**config.mk**
```make
export PLATFORM = sky130hd
export DESIGN_NAME = mix_round_engine
export DESIGN_NICKNAME = d
export VERILOG_FILES = /design/src/rtl/mix_pkg.sv /design/src/rtl/mix_round.sv /design/src/rtl/mix_round_engine.sv
export SDC_FILE = /design/constraint.sdc
export NUM_CORES = 2
export LEC_CHECK = 0
export ABC_AREA = 1
export CELL_PAD_IN_SITES_DETAIL_PLACEMENT = 2
export CELL_PAD_IN_SITES_GLOBAL_PLACEMENT = 2
export CORE_ASPECT_RATIO = 2
export CORE_UTILIZATION = 31
export DETAILED_ROUTE_END_ITERATION = 8
export PLACE_DENSITY_LB_ADDON = 0.1
export SLEW_MARGIN = 0
export SYNTH_ARGS = -nofsm -noshare
export SYNTH_HDL_FRONTEND = slang
export SYNTH_SLANG_ARGS = --single-unit
```
**constraint.sdc**
```tcl
create_clock -name clk -period 13.89 [get_ports clk]
set_input_delay 4.167 -clock clk [delete_from_list [all_inputs] [get_ports clk]]
set_output_delay 4.167 -clock clk [all_outputs]
set_load 0.02 [all_outputs]
```
**src/rtl/mix_pkg.sv**
```systemverilog
// Shared types and constants for the lane-mixing engine.
// Holds the FSM state enum, default sizes and per-lane constants.
package mix_pkg;

    typedef enum logic [1:0] {
        IDLE,
        RUN,
        DONE
    } state_t;

    localparam int DEF_N          = 8;
    localparam int DEF_W          = 32;
    localparam int DEF_SH         = 16;
    localparam int DEF_MAX_ROUNDS = 15;

    // Odd multiplier per lane keeps step C invertible mod 2^W.
    function automatic int lane_mul(input int i);
        return 2 * i + 3;
    endfunction

    function automatic int lane_add(input int i);
        return i + 1;
    endfunction

endpackage

```
**src/rtl/mix_round.sv**
```systemverilog
// One combinational mixing round over N lanes of W bits.
// Ports: lanes_in (N*W, lane i at [i*W +: W]) -> lanes_out (same packing).
module mix_round
    import mix_pkg::*;
#(
    parameter int N  = DEF_N,
    parameter int W  = DEF_W,
    parameter int SH = DEF_SH
) (
    input  logic [N*W-1:0] lanes_in,
    output logic [N*W-1:0] lanes_out
);

    logic [N-1:0][W-1:0] x;
    logic [N-1:0][W-1:0] a;
    logic [N-1:0][W-1:0] b;
    logic [N-1:0][W-1:0] c;

    assign x = lanes_in;

    for (genvar i = 0; i < N; i++) begin : g_lane
        // Step A chains through the already-updated lower lane;
        // lane 0 wraps to the original top lane.
        if (i == 0) begin : g_a0
            assign a[i] = x[i] + x[N-1];
        end else begin : g_an
            assign a[i] = x[i] + a[i-1] + W'(i);
        end

        // Step B: the top lane sees the already-updated lane 0.
        if (i == N - 1) begin : g_bt
            assign b[i] = a[i] ^ (b[0] << SH);
        end else begin : g_bn
            assign b[i] = a[i] ^ (a[i+1] << SH);
        end

        assign c[i] = b[i] * W'(lane_mul(i)) + W'(lane_add(i));
    end

    assign lanes_out = c;

endmodule

```
**src/rtl/mix_round_engine.sv**
```systemverilog
// Handshaked iterative mixing engine: loads N lanes, runs up to
// MAX_ROUNDS rounds (one per clock), then presents the result.
// Ports: clk, rst_n (async low); in_valid/in_ready/in_data/in_rounds
// job input; out_valid/out_ready/out_data result; busy in RUN/DONE.
module mix_round_engine
    import mix_pkg::*;
#(
    parameter int N          = DEF_N,
    parameter int W          = DEF_W,
    parameter int SH         = DEF_SH,
    parameter int MAX_ROUNDS = DEF_MAX_ROUNDS,
    parameter int RW         = $clog2(MAX_ROUNDS + 1)
) (
    input  logic          clk,
    input  logic          rst_n,
    input  logic          in_valid,
    output logic          in_ready,
    input  logic [N*W-1:0] in_data,
    input  logic [RW-1:0] in_rounds,
    output logic          out_valid,
    input  logic          out_ready,
    output logic [N*W-1:0] out_data,
    output logic          busy
);

    localparam logic [RW-1:0] CMAX = RW'(MAX_ROUNDS);

    state_t         state;
    logic [RW-1:0]  cnt;
    logic [RW-1:0]  cnt_ld;
    logic [N*W-1:0] lanes;
    logic [N*W-1:0] nxt;
    logic           rdy_q;
    logic           vld_q;
    logic           busy_q;

    assign cnt_ld = (in_rounds > CMAX) ? CMAX : in_rounds;

    mix_round #(
        .N  (N),
        .W  (W),
        .SH (SH)
    ) u_round (
        .lanes_in  (lanes),
        .lanes_out (nxt)
    );

    always_ff @(posedge clk or negedge rst_n) begin
        if (!rst_n) begin
            state  <= IDLE;
            cnt    <= '0;
            lanes  <= '0;
            rdy_q  <= 1'b1;
            vld_q  <= 1'b0;
            busy_q <= 1'b0;
        end else begin
            unique case (state)
                IDLE: begin
                    if (in_valid && rdy_q) begin
                        lanes  <= in_data;
                        cnt    <= cnt_ld;
                        rdy_q  <= 1'b0;
                        busy_q <= 1'b1;
                        // Zero rounds: result is the loaded data.
                        if (cnt_ld == '0) begin
                            state <= DONE;
                            vld_q <= 1'b1;
                        end else begin
                            state <= RUN;
                        end
                    end
                end
                RUN: begin
                    lanes <= nxt;
                    cnt   <= cnt - RW'(1);
                    if (cnt == RW'(1)) begin
                        state <= DONE;
                        vld_q <= 1'b1;
                    end
                end
                DONE: begin
                    if (out_ready) begin
                        state  <= IDLE;
                        vld_q  <= 1'b0;
                        rdy_q  <= 1'b1;
                        busy_q <= 1'b0;
                    end
                end
                default: begin
                    state  <= IDLE;
                    vld_q  <= 1'b0;
                    rdy_q  <= 1'b1;
                    busy_q <= 1'b0;
                end
            endcase
        end
    end

    assign in_ready  = rdy_q;
    assign out_valid = vld_q;
    assign busy      = busy_q;
    assign out_data  = lanes;

endmodule

```
Word level (Yosys, flattened, before mapping)
Index checks and enable logic that the tools add are counted.

word-level totals
  word-level logic and storage cells = 83
  bits of input ports = 264
  output and inout port bits = 259
  flip-flop bits (word level) = 265

operators by class
  multipliers = 8
  $add $sub $neg = 24
  mux-type cells = 20
  order comparisons = 1
  bitwise gates (word level) = 9
  eq/ne operators = 7
  reductions and logical operators = 8

operators by type and width
  operator               number
  $pmux 256 s2           1
  $add 32x3->32 const B  8
  $add 32x32->32         8
  $mux 256               1
  $xor 32x32->32         8
  $add 32x2->32 const B  4
  $mul 32x4->32 const B  4
  $add 32x1->32 const B  2
  $mul 32x3->32 const B  2
  $add 32x4->32 const B  1
  $mul 32x2->32 const B  1
  $mul 32x5->32 const B  1
  $pmux 1 s3             3
  $mux 2                 4
  $mux 4                 2
  $ne 2x2->1 const B     4
  $pmux 4 s2             1
  $mux 1                 7
  $pmux 2 s3             1
  $reduce_and 3->1       2
  $eq 4x1->1 const B     1
  $gt 4x4->1 const B     1
  $logic_not 4->1        1
  $reduce_and 4->1       1
  other kinds (8)        8

Logic depth before layout (Yosys ltp)
  depth after elaboration = 19
  depth in mapped cells = 86
  depth with buffers taken out = 86

Modules after synthesis
Synthesis repeated with hierarchy kept, for this count alone.

unflattened totals
  cell total of the unflattened synthesis = 5835
  area, all modules = 45655.0 um^2

modules (own cells, without submodules)
  module            area an instance (um^2)  cells each  seq. area each (um^2)  times used
  mix_round         32733.9                  4375        0.0                    1
  mix_round_engine  12921.1                  1460        6632.6                 1

Least setup slack after synthesis
No wires, ideal clock.

  path kind = register -> register
  start point = register lanes[0], in the netlist out_data[0]
  end point = register lanes[255], in the netlist out_data[255]
  cell stages (with the launch flop) = 84
  slack = -0.145 ns
  clock period less this slack = 14.035 ns
  arrival = 13.918 ns
  path buffers = 1
  cells stage by stage = dfrtp_1 ha_1 fa_1 nand3_1 nand2_1 nand2_1 nand2_1 a21oi_2 xnor2_1 ha_1 nand2_1 inv_1 a21oi_1 nand2_1 xor2_1 ha_1 ha_1 nand2_1 [... 48 more ...] xor2_1 xor2_1 inv_1 ha_1 ha_1 ha_1 a21oi_1 o21bai_1 a21oi_1 o21ai_0 or2_0 nand2_1 nand3_1 nand2_1 xor2_1 nand2_1 nand2_1 nand2_1

between the ends
  word-level cells in the longest chain between the ends = 19
  elaborated cells on any way between the ends = 20
  those cells by class = 16 x add/sub; 1 x mul; 1 x mux; 2 x bitwise

ends and longest elaborated chain
  what                    RTL line                RTL
  from (decl)             mix_round_engine.sv:31  logic [N*W-1:0] lanes;
  from (signal assigned)  mix_round_engine.sv:60  lanes <= in_data;
  from (signal assigned)  mix_round_engine.sv:74  lanes <= nxt;
  $add 32x32->32 (*)      mix_round.sv:25         assign a[i] = x[i] + x[N-1];
  $add 32x32->32          mix_round.sv:27         assign a[i] = x[i] + a[i-1] + W'(i);
  $add 32x1->32           mix_round.sv:27
  $add 32x32->32          mix_round.sv:27
  $add 32x2->32           mix_round.sv:27
  $add 32x32->32          mix_round.sv:27
  $add 32x2->32           mix_round.sv:27
  $add 32x32->32          mix_round.sv:27
  [... 3 more ...]        --
  $add 32x32->32          mix_round.sv:27
  $add 32x3->32           mix_round.sv:27
  $add 32x32->32          mix_round.sv:27
  $add 32x3->32           mix_round.sv:27
  $xor 32x32->32 (*)      mix_round.sv:32         assign b[i] = a[i] ^ (b[0] << SH);
  $mul 32x5->32 (*)       mix_round.sv:37         assign c[i] = b[i] * W'(lane_mul(i)) + W'(lane_add(i));
  $add 32x4->32 (*)       mix_round.sv:37
  $pmux 256 s2 (*)        mix_round_engine.sv:57  unique case (state)

Every way passes the cells marked *; elsewhere a longest branch is shown, timed or not.
A chain may end at the register's enable or synchronous reset.

Worst setup path in the final report
  start point = register lanes[224], in the netlist out_data[224]
  end point = register lanes[255], in the netlist out_data[255]

between the ends
  word-level cells in the longest chain between the ends = 19
  elaborated cells on any way between the ends = 20
  those cells by class = 16 x add/sub; 1 x mul; 1 x mux; 2 x bitwise

ends and longest elaborated chain
  what                RTL line
  $add 32x32->32      mix_round.sv:25
  $add 32x32->32      mix_round.sv:27
  $add 32x1->32       mix_round.sv:27
  $add 32x32->32      mix_round.sv:27
  $add 32x2->32       mix_round.sv:27
  $add 32x32->32      mix_round.sv:27
  $add 32x2->32       mix_round.sv:27
  $add 32x32->32      mix_round.sv:27
  [... 3 more ...]    --
  $add 32x32->32      mix_round.sv:27
  $add 32x3->32       mix_round.sv:27
  $add 32x32->32      mix_round.sv:27
  $add 32x3->32       mix_round.sv:27
  $xor 32x32->32 (*)  mix_round.sv:32
  $mul 32x5->32 (*)   mix_round.sv:37
  $add 32x4->32 (*)   mix_round.sv:37
  $pmux 256 s2 (*)    mix_round_engine.sv:57

Marks and branches as above.

==> results.sh <==
export IMPL_status="finished with violations"
export IMPL_violations="capacitance limit, slew limit, setup timing"
export IMPL_synth_compound_area_share_pct=18.53
export IMPL_coreArea_sq_mm=0.1415
export IMPL_vias_per_cell=6.029
export IMPL_cts_clk_slew_worst_paths_ps=90
export IMPL_fillers=15184
export IMPL_finalSetupViolCount=40
export IMPL_initial_core_util_pct=31.31
export IMPL_die_area_sq_mm=0.1446
export IMPL_remaining_drc_errors=0
export IMPL_slew_viol_final=2
export IMPL_final_cells=9747
export IMPL_critPathMaxFanout=4
export IMPL_synth_top_family_by_area="adder cells"
export IMPL_worst_path_largest_cell_delay_ps=490
export IMPL_ys_ff_latch=265
export IMPL_synth_enable_flop_cells=0
export IMPL_syn2layout_area_growth_pct=64.84
export IMPL_layout_commonest_cell="buf_4"
export IMPL_cts_tree="built"
export IMPL_crit_path_end_kind="flop"
export IMPL_portBuffers=522
export IMPL_grt_max_degree=122
export IMPL_start_kind="flop"
export IMPL_synth_flop_cell="dfrtp_1"
export IMPL_slew_headroom_pct=-24.95
export IMPL_ys_seq_area_share_pct=14.97
export IMPL_min_period_ps=16340
export IMPL_setup_ws_ps=-2448
export IMPL_max_freq_mhz=61.21
export IMPL_rsz0062_at_grt="yes"
export IMPL_fp_row_count=195
export IMPL_netlist_area_sq_mm=0.04431
export IMPL_die_w_um=269.3
export IMPL_numCtsBuffers=34
export IMPL_cts_buffer_depth=3
export IMPL_grt_remaining_overflow=0
export IMPL_clock_root_buffer="clkbuf_16"
export IMPL_finClkSkew_ps=57.17
export IMPL_grt_total_usage_pct=37.12
export IMPL_drive_gt1_share_pct=34.68
export IMPL_routed_via_count=58765
export IMPL_nets=9203
export IMPL_grt_pass1_wl_mm=397.0
export IMPL_placed_cells=9368
export IMPL_synth_avg_cell_area_sq_um=7.598
export IMPL_synth_fa_ha_area_share_pct=34.18
export IMPL_finalCritPeriodShare_pct=117.6
export IMPL_gp_congestion=0.9735
export IMPL_dr_pass1_iters=6
export IMPL_wl_per_cell_um=37.16
export IMPL_drt_initial_drc_count=3727
export IMPL_ys_warn_count=0
export IMPL_synthXorXnorAreaFrac_pct=10.62
export IMPL_cp_arrival_ps=16930
export IMPL_h_tree_depth=2
export IMPL_synthCells=5832
export IMPL_antenna_left=0
export IMPL_synth_nets=7217
export IMPL_cp_data_required_time_ps=14480
export IMPL_clock_latency_ps=700
export IMPL_ioPinCount=523
export IMPL_ctsHoldBuffers=0
export IMPL_first_global_vias=60905
export IMPL_tightest_slew_ps=1855
export IMPL_path_class="reg -> reg"
export IMPL_synthSimpleGateAreaFrac_pct=15.92
export IMPL_min_path_type="reg -> reg"
export IMPL_cts_sinks=265
export IMPL_synthArstFlopShare_pct=100.0
export IMPL_die_h_um=536.7
export IMPL_crit_family="adder cells"
export IMPL_hold_viol=0
export IMPL_dp_hpwl_mm=217.6
export IMPL_finalWirelength_mm=362.2
export IMPL_layout_common_cells="buf_4, nand2_1, ha_1, a21oi_1, clkdlybuf4s50_1"
export IMPL_cpMaxStageDelayCell="xor2_2"
export IMPL_crit_top_cell="nand2_2"
export IMPL_synthDistinctLibCells=58
export IMPL_antenna_found_initial=46
export IMPL_drv_cap=1
export IMPL_synth_area_mux_share_pct=0
export IMPL_cp_num_buf_inv=15
==> metal layers <==
metal	GRT usage [%]	up-vias	share of wire (%)
li1	-	23875	-
met1	32.61	29215	30
met2	71.02	3456	48
met3	4.329	2207	7.1
met4	37.86	12	15
met5	0	-	0.040
==> cells by family (layout without fill, tap and decap cells) <==
logic type      after synthesis  after routing
simple gates               1743           1743
xor+xnor                    535            535
flops                       265            265
other cells                   0             33
buf+inv                     682           2693
compound gates             1486           1486
fa+ha+maj                  1121           1121
==> worst reg2reg max path, delay by kind of cell, from the launching register on <==
kind,cells,cell delay (ps)
AO/OA/AOI/OAI,13,2380
XOR/XNOR,9,2370
adder cells (fa/ha/maj),17,4990
buffers and inverters,15,1860
flip-flops,1,400
AND/OR/NAND/NOR,35,4260
==> stage by stage <==
stage                     util [%]  setup WS (ps)  TNS, ps  cell area [sq um]  hold slack [ps]
after floorplan                  -          48.63        0              44340            500.2
after global placement       43.14          -2777   -27260              61050            471.3
after detailed placement     43.14          -2945   -40830              61050            507.4
after CTS                    47.28         -264.4   -516.5              66900            523.8
after global routing         51.59          -2735   -49020              73010            602.1
final                        51.62          -2448   -37660              73050            584.2
==> registers in the layout, summed over array words and instances (netlist names) <==
signal,flops
state,2
busy,1
cnt,4
out_valid,1
out_data,256
in_ready,1
==> cell type report <==
cell class	instances	area, sq um	share of cell area (%)
inverter	566	2151	2.944
tap	1871	2341	3.205
sequential	265	6633	9.080
clock inverter	17	165.2	0.2261
antenna	33	82.58	0.1131
clock buffer	44	992.2	1.358
multi-input combinational	4885	43470	59.51
timing repair buffer	2066	17210	23.56
==> cells in the mapped netlist, types with 10 or more instances <==
cell type | n | share of area [%]
o21bai_1 | 32 | 0.54
a21o_1 | 18 | 0.30
o21a_1 | 16 | 0.27
nor2_1 | 435 | 3.7
nand3b_1 | 11 | 0.19
nor4_1 | 10 | 0.14
o221ai_1 | 18 | 0.36
nand3_1 | 129 | 1.5
xor2_1 | 382 | 7.6
a21boi_1 | 16 | 0.27
a21boi_2 | 10 | 0.25
o21ai_0 | 405 | 4.6
a211oi_1 | 10 | 0.17
or2_2 | 14 | 0.20
dfrtp_1 | 264 | 15
fa_1 | 149 | 6.7
inv_1 | 563 | 4.8
ha_1 | 972 | 27
nor3_1 | 36 | 0.41
o21ai_1 | 46 | 0.52
xnor2_1 | 151 | 3.0
a31oi_1 | 62 | 0.88
a21oi_2 | 12 | 0.24
nand2_1 | 1040 | 8.8
o211ai_1 | 36 | 0.61
nand2_2 | 15 | 0.21
clkbuf_1 | 107 | 0.91
a21oi_1 | 750 | 8.5
o21ai_2 | 18 | 0.36
nand4_1 | 31 | 0.44
==> path summary, 6_finish.rpt <==
| kind | start | to | slack [ps] | cells after the start |
|---|---|---|---|---|
| max | out_data[224] | out_data[255] | -2450 | 89 |
| min | out_data[22] | out_data[22] | 580 | 2 |
| max reg2reg | out_data[224] | out_data[255] | -2450 | 89 |
| min reg2reg | out_data[22] | out_data[22] | 580 | 2 |
| max in group asynchronous | rst_n | out_data[51] | 8470 | 3 |
| min in group asynchronous | rst_n | out_data[179] | 3460 | 1 |
==> timing repair <==
action / CTS / global route
resized for setup: 647 / 814
buffers inserted: 125 / 166
pin swaps: 219 / 448
endpoints found under the setup margin: 36 / 35
Power is left out: the tool's default activity adds up to more than one toggle a clock period on the data nets, which glitch-free logic cannot reach.
